**src/rtl/idma_desc64_submit_queue.sv**
```systemverilog
// Doorbell-fed per-channel descriptor submission queues sitting in front of a regbus register file.
// Optional IDMA_DESC64_SUBMIT_ERR_ON_FULL_EN: a doorbell write to a full channel errors instead of stalling.
package idma_desc64_submit_queue_pkg;
    typedef struct packed {
        logic [31:0] addr;
        logic        write;
        logic [63:0] wdata;
        logic [7:0]  wstrb;
        logic        valid;
    } reg_req_t;

    typedef struct packed {
        logic [63:0] rdata;
        logic        error;
        logic        ready;
    } reg_rsp_t;
endpackage

module idma_desc64_submit_queue #(
    parameter int unsigned NumChannels  = 4,
    parameter int unsigned BufDepth     = 4,
    parameter int unsigned DataWidth    = 64,
    parameter logic [31:0] DoorbellBase = 32'h0,
    parameter logic [31:0] ChanStride   = 32'h8,
    parameter type         reg_req_t    = idma_desc64_submit_queue_pkg::reg_req_t,
    parameter type         reg_rsp_t    = idma_desc64_submit_queue_pkg::reg_rsp_t
) (
    input  logic                                              clk_i,
    input  logic                                              rst_ni,
    input  reg_req_t                                          reg_req_i,
    output reg_rsp_t                                          reg_rsp_o,
    output reg_req_t                                          reg_req_o,
    input  reg_rsp_t                                          reg_rsp_i,
    output logic [NumChannels-1:0][DataWidth-1:0]             desc_addr_o,
    output logic [NumChannels-1:0]                            desc_valid_o,
    input  logic [NumChannels-1:0]                            desc_ready_i,
    output logic [NumChannels-1:0][$clog2(BufDepth+1)-1:0]    fill_o
);

    localparam int unsigned CntW   = $clog2(BufDepth + 1);
    localparam int unsigned PtrW   = $clog2(BufDepth);
    localparam int unsigned ChW    = (NumChannels > 1) ? $clog2(NumChannels) : 1;
    localparam int unsigned AddrW  = $bits(reg_req_i.addr);
    localparam int unsigned RdataW = $bits(reg_rsp_o.rdata);

    logic [CntW-1:0]      cnt_q   [NumChannels];
    logic [CntW-1:0]      cnt_d   [NumChannels];
    logic [PtrW-1:0]      wptr_q  [NumChannels];
    logic [PtrW-1:0]      wptr_d  [NumChannels];
    logic [PtrW-1:0]      rptr_q  [NumChannels];
    logic [PtrW-1:0]      rptr_d  [NumChannels];
    logic [DataWidth-1:0] mem_q   [NumChannels][BufDepth];

    logic                   db_hit;
    logic [ChW-1:0]         db_ch;
    logic                   db_full;
    logic [NumChannels-1:0] push;
    logic [NumChannels-1:0] pop;
    logic [DataWidth-1:0]   push_data;

    assign push_data = DataWidth'(reg_req_i.wdata);

    always_comb begin
        db_hit = 1'b0;
        db_ch  = '0;
        for (int unsigned c = 0; c < NumChannels; c++) begin
            if (reg_req_i.addr == AddrW'(DoorbellBase + c * ChanStride)) begin
                db_hit = reg_req_i.valid;
                db_ch  = ChW'(c);
            end
        end
    end

    // Full is judged on the registered count so a same-cycle pop never frees a slot for the push.
    always_comb begin
        reg_req_o = reg_req_i;
        reg_rsp_o = reg_rsp_i;
        push      = '0;
        db_full   = (cnt_q[db_ch] == CntW'(BufDepth));
        if (db_hit) begin
            reg_req_o.valid = 1'b0;
            reg_rsp_o       = '0;
            if (!reg_req_i.write) begin
                reg_rsp_o.ready = 1'b1;
                reg_rsp_o.rdata = RdataW'(cnt_q[db_ch]);
            end else if (!(&reg_req_i.wstrb)) begin
                reg_rsp_o.ready = 1'b1;
                reg_rsp_o.error = 1'b1;
            end else if (db_full) begin
`ifdef IDMA_DESC64_SUBMIT_ERR_ON_FULL_EN
                reg_rsp_o.ready = 1'b1;
                reg_rsp_o.error = 1'b1;
`else
                reg_rsp_o.ready = 1'b0;
`endif
            end else begin
                reg_rsp_o.ready = 1'b1;
                push[db_ch]     = 1'b1;
            end
        end
    end

    always_comb begin
        for (int unsigned c = 0; c < NumChannels; c++) begin
            pop[c]          = (cnt_q[c] != '0) && desc_ready_i[c];
            cnt_d[c]        = cnt_q[c] + CntW'(push[c]) - CntW'(pop[c]);
            wptr_d[c]       = wptr_q[c] + PtrW'(push[c]);
            rptr_d[c]       = rptr_q[c] + PtrW'(pop[c]);
            desc_valid_o[c] = (cnt_q[c] != '0);
            fill_o[c]       = cnt_q[c];
            desc_addr_o[c]  = desc_valid_o[c] ? mem_q[c][rptr_q[c]] : '0;
        end
    end

    always_ff @(posedge clk_i or negedge rst_ni) begin
        if (!rst_ni) begin
            cnt_q  <= '{default: '0};
            wptr_q <= '{default: '0};
            rptr_q <= '{default: '0};
        end else begin
            cnt_q  <= cnt_d;
            wptr_q <= wptr_d;
            rptr_q <= rptr_d;
        end
    end

    // Storage needs no reset: the read side masks it with the count.
    always_ff @(posedge clk_i) begin
        for (int unsigned c = 0; c < NumChannels; c++) begin
            if (push[c]) begin
                mem_q[c][wptr_q[c]] <= push_data;
            end
        end
    end

endmodule

```
**config.mk**
```make
export PLATFORM = sky130hd
export DESIGN_NAME = idma_desc64_submit_queue
export DESIGN_NICKNAME = d
export VERILOG_FILES = /design/src/rtl/idma_desc64_submit_queue.sv
export SDC_FILE = /design/constraint.sdc
export NUM_CORES = 1
export LEC_CHECK = 0
export CELL_PAD_IN_SITES_DETAIL_PLACEMENT = 1
export CELL_PAD_IN_SITES_GLOBAL_PLACEMENT = 2
export CORE_MARGIN = 2
export CORE_UTILIZATION = 30
export DETAILED_ROUTE_END_ITERATION = 10
export PLACE_DENSITY_LB_ADDON = 0.1
export SKIP_CTS_REPAIR_TIMING = 1
export SYNTH_ARGS = -nofsm -noshare
export SYNTH_HDL_FRONTEND = slang
export SYNTH_SLANG_ARGS = --single-unit
```
**constraint.sdc**
```tcl
create_clock -name clk_i -period 5.7 [get_ports clk_i]
set_input_delay 0.57 -clock clk_i [delete_from_list [all_inputs] [get_ports clk_i]]
set_output_delay 0.57 -clock clk_i [all_outputs]
set_load 0.05 [all_outputs]
```
# Word level (Yosys, flattened, before mapping)
# Memories as Yosys holds them, arrays and structs flattened.
# Cells that the tools add are included.
# classes
add_sub_neg	16
n_lt_le_gt_ge	15
n_eq_ne	4
muxes	65
bitwise_logic	9
n_reduce_logical	18
# op_table
op	n
2-to-1 mux 256 bit	10
2-to-1 mux 64 bit	16
OR reduction 256 bit	3
binary-select mux 64 bit (select 2 bit)	4
demux 64 bit (select 2 bit)	4
2-to-1 mux 66 bit	1
== test 32 x 5 -> 1 bit, second input constant	2
== test 32 x 4 -> 1 bit, second input constant	1
logical NOT 32 bit	1
>= comparator 3 bit, second input constant	9
inverter 2 -> 3 bit	9
adder 2 x 1 -> 2 bit	8
2-to-1 mux 1 bit	16
2-to-1 mux 4 bit	4
adder 3 x 1 -> 3 bit	4
< comparator 3 x 1 -> 1 bit, second input constant	4
nonzero test 3 bit	4
subtractor 3 x 1 -> 3 bit	4
2-to-1 mux 2 bit	5
logical AND 1 bit	9
2-to-1 mux 3 bit	3
AND reduction 8 bit	1
binary-select mux 3 bit (select 2 bit)	1
== test 3 bit, second input constant	1
other kinds (3)	3
# word_totals
reg_bits	28
ramBits	1024
in_bits	178
output_inout_bits	444
elab_cells	140
n_memories	1
# mem_list
name	depth	width	read_ports	rd_clocked_by_memory_dff	write_ports	line_no	source
mem_q	4	256	4	0	1	52	logic [DataWidth-1:0] mem_q [NumChannels][BufDepth];

# Longest topological paths before layout
# logic_depth
depth_word	19
depth_mapped	13
depth_no_buf	12

# Worst setup path after synthesis
# Ideal clock, no wire load.
# synth_timing
path_type	input-to-reg
start	in reg_req_i[78] (netlist name)
end	mem mem_q[3][0] (netlist name), enable pin
setup_time_ps	522
arrival_ps	5269
required_time_ps	5178
slack_ps	-91
cell_stages	7
path_buffers	2
path_cell_list	buf_2 > nor2b_1 > a22oi_1 > a211oi_2 > a221oi_4 > buf_6 > nor4_2
# synth_via
elab_chain_len	19
elab_cells_between_ends	42
cone_classes	2 x order compare; 4 x eq/ne; 30 x mux; 1 x bitwise; 5 x reduce/logical
# synth_rtl
item	line_no	source
from (decl)	30	input reg_req_t reg_req_i,
== test 32 x 4 -> 1 bit	67	if (reg_req_i.addr == AddrW'(DoorbellBase + c * ChanStride)) begin
2-to-1 mux 1 bit	67	
2-to-1 mux 2 bit (2 in a row)	67	
inverter 2 -> 3 bit (implied by the code)	79	db_full = (cnt_q[db_ch] == CntW'(BufDepth));
binary-select mux 3 bit (select 2 bit)	79	
2-to-1 mux 3 bit (implied by the code) (2 in a row)	79	
== test 3 bit	79	
2-to-1 mux 4 bit	89	end else if (db_full) begin
2-to-1 mux 4 bit	86	end else if (!(&reg_req_i.wstrb)) begin
2-to-1 mux 4 bit	83	if (!reg_req_i.write) begin
2-to-1 mux 4 bit (*)	80	if (db_hit) begin
2-to-1 mux 1 bit	130	if (push[c]) begin
2-to-1 mux 256 bit (implied by the code)	131	mem_q[c][wptr_q[c]] <= push_data;
OR reduction 256 bit (no source line)	-	
2-to-1 mux 2 bit (no source line) / 2-to-1 mux 256 bit (equally long branches) (3 in a row)	-	
to (decl)	52	
# Every way passes the cells marked *; elsewhere a longest branch is shown, timed or not. The select of a mux whose other input is x is not followed.

==> impl_metrics.py <==
metrics = {
    "routing": {
        "vias": 21000,
        "drtIter0Drc": 1348,
        "routed_wl_um": 119000,
        "first_pass_iters": 5,
        "drtAntennaViolNets": 0,
        "wl_per_cell_um": 26.6,
        "vias_per_cell": 4.72,
        "drc_errors": 0,
    },
    "grt": {
        "grt_pass1_vias": 22700,
        "grt_max_degree": 67,
        "grt_overflow": 0,
        "grt.total_usage_pct": 16.7,
        "antenna_found_initial": 9,
        "grt_pass1_wl_um": 171000,
    },
    "placement": {
        "dpl_cell_area_um2": 49600,
        "dpl.cell_count": 4237,
        "io_buffers": 621,
        "place.gp.congestion": 0.774,
        "dpl.hpwl_um": 76500,
    },
    "cells_and_area": {
        "syn2layout_area_growth_pct": 27.9,
        "postLayoutCellArea_um2": 53400,
        "fin_nets": 2761,
        "fill_cells": 13200,
        "drive_above_1_share_pct": 19.5,
        "utilization_pct": 38.8,
        "fin_cells": 4458,
    },
    "timing": {
        "period_share_pct": 78.8,
        "max_clock_freq_ghz": 0.223,
        "tns_ns": 0,
        "finalHoldViolations": 0,
        "setup_viol": 0,
        "slew_headroom_pct": 32.7,
        "finClkSkew_ns": 0.0231,
        "rsz0062_at_grt": "no",
        "slew_violations": 0,
        "worst_slew_pin_slew_ns": 1.01,
        "layout_min_cycle_time_ns": 4.49,
        "worst_hold_slack_ns": 0.459,
    },
    "setup_path": {
        "crit_end": "reg_rsp_o[4]",
        "cp.arrival_ns": 3.92,
        "startpoint_type": "input pin",
        "r2r-end": "mem_q[3][111]$_DFFE_PP_",
        "startpoint": "reg_req_i[82]",
        "required_ns": 5.13,
        "critical_path.max_fanout": 10,
        "ff2ff_setup_slack_ns": 2.61,
        "crit_type": "in2out",
        "worst_setup_path_end_kind": "output pin",
        "r2r-start": "fill_o[10]$_DFF_PN0_",
        "reg2regPathDepth": 7,
    },
    "die": {
        "dieArea_um2": 142000,
        "rows": 136,
        "die_x_um": 377,
        "dieHeight_um": 377,
        "start_util_pct": 30.3,
        "core_um2": 138000,
        "ios": 622,
    },
    "clock_network": {
        "numCtsBuffers": 117,
        "clock_path_buffers": 3,
        "cts_tree": "yes",
        "cts_root_buffer": "clkbuf_16",
        "clkTransAtPathRegs_ns": 0.07,
        "cts_num_sinks": 1052,
        "h-tree-depth": 3,
        "insertion_delay_ns": 0.73,
    },
    "outcome": {
        "outcome": "finished clean",
    },
    "synthesis": {
        "synth_ff_type": "edfxtp_1",
        "synth_top_area_share_pct": 73.7,
        "postSynthAreaPerCell_um2": 21.1,
        "synth_cell_types": 48,
        "synth-edff-count": 1024,
        "synthCells": 1977,
        "synthArstFlopShare_pct": 2.66,
        "ys_seq_elements": 1052,
        "ys_warn_count": 0,
        "synth_top_cell_by_area": "edfxtp_1",
        "synthTopCellsByArea": "edfxtp_1, mux4_2, and2_1",
        "synth_most_common_cell": "edfxtp_1",
        "synth_commonest_cells": "edfxtp_1, and2_1, mux4_2",
        "synth_nets": 2175,
        "syn-cell-area_um2": 41700,
        "ys_seq_area_share_pct": 75.4,
    },
    "power_and_ir_drop": {
        "leakage_nw": 16.7,
        "power_density_nw_per_um2": 314,
        "p_int_w": 0.0130,
        "sw_frac_of_total_pct": 22.2,
        "p_clk_share_pct": 43.8,
        "power_frac_comb_pct": 5.5,
        "p_sw_w": 0.00371,
        "p_seq_share_pct": 50.7,
        "ir_worst_vdd_v": 0.000269,
    },
    "min_path": {
        "hold_class": "in2async",
    },
    "run": {
        "maxCapViolCount": 0,
    },
}
## critical path, stage by stage
cell             delay [ns]
clkdlybuf4s50_1        0.50
nor4_2                 0.45
and4_1                 0.28
nand4_1                0.45
a2111oi_1              0.69
a21o_1                 0.15
clkdlybuf4s50_1        0.82
## cell families (layout without fill, tap and decap cells)
family / count (synthesis) / in the layout / share of synthesized area [%]
AO/OA/AOI/OAI: 16 / 16 / 0.393
XOR/XNOR: 16 / 16 / 0.336
adder cells (fa/ha/maj): 20 / 20 / 0.672
buffers and inverters: 216 / 901 / 3.01
flip-flops: 1052 / 1052 / 75.4
multiplexers: 259 / 259 / 13.9
other: 0 / 2 / 0
AND/OR/NAND/NOR: 398 / 398 / 6.30
## metrics by stage
stage	total power (W)	worst slack, ns
after floorplan	0.00915	-0.0907
after global placement	0.00958	1.30
after detailed placement	0.00960	1.26
after CTS	0.0170	1.17
after global routing	0.0173	1.04
final	0.0168	1.21
## flip-flops by register name, summed over array words and instances, names as in the netlist
register  cells
wptr_q        8
mem_q      1024
fill_o       12
rptr_q        8
## cell type report
class                   instances  area (um^2)  share of cell area [%]
diodes                          2         5.00                 0.00938
clock buffers                 137         3020                    5.67
clock inverters                81          719                    1.35
inverters                      14         52.6                  0.0985
multi-input cells             709         9140                    17.1
flip-flops and latches       1052        31500                    59.0
well taps                    1794         2240                    4.21
repair buffers                669         6700                    12.6
## routing by layer
layer  part of all wire (%)  vias to the layer above  global-route usage [%]
li1                       -                     8987                       -
met1                     45                    11400                    22.9
met2                     49                      562                    27.5
met3                    4.8                      132                    3.20
met4                    1.6                        2                    3.99
met5                  0.011                        -                       0
## worst min path at each step
stage | startpoint | endpoint | slack, ns
2_1_floorplan | rst_ni | fill_o[0]$_DFF_PN0_ | 0.27
3_3_place_gp | wptr_q[3]$_DFF_PN0_ | wptr_q[3]$_DFF_PN0_ | 0.50
3_5_place_dp | wptr_q[3]$_DFF_PN0_ | wptr_q[3]$_DFF_PN0_ | 0.51
4_1_cts | rst_ni | fill_o[7]$_DFF_PN0_ | -0.14
5_1_grt | rst_ni | fill_o[7]$_DFF_PN0_ | 0.51
6_report | rst_ni | fill_o[7]$_DFF_PN0_ | 0.46
## cell usage in the layout, fill, tap and decap left out, types with 6 or more instances in the layout
cell,netlist,final
clkinv_1,0,30
edfxtp_1,1024,1024
ha_1,16,16
inv_1,14,14
clkbuf_1,60,19
buf_12,0,10
dfrtp_4,0,8
nand3_1,7,6
xnor2_1,8,8
xor2_1,8,8
bufinv_16,0,10
and2_1,321,321
buf_4,105,37
nor2_1,6,6
clkinv_2,0,28
clkbuf_16,0,118
clkdlybuf4s50_1,0,620
nor3_4,0,13
dfrtp_1,28,20
mux4_2,256,256
nand3b_1,6,6
## power groups by stage
| stage | logic [W] | registers, W | clock network, W |
|---|---|---|---|
| 2_1_floorplan | 0.000498 | 0.00865 | 0 |
| 3_3_place_gp | 0.000930 | 0.00865 | 0 |
| 3_5_place_dp | 0.000943 | 0.00865 | 0 |
| 4_1_cts | 0.000946 | 0.00849 | 0.00758 |
| 5_1_grt | 0.000976 | 0.00849 | 0.00786 |
| 6_report | 0.000925 | 0.00849 | 0.00734 |
Note: power is estimated with default switching activity, not from simulation.
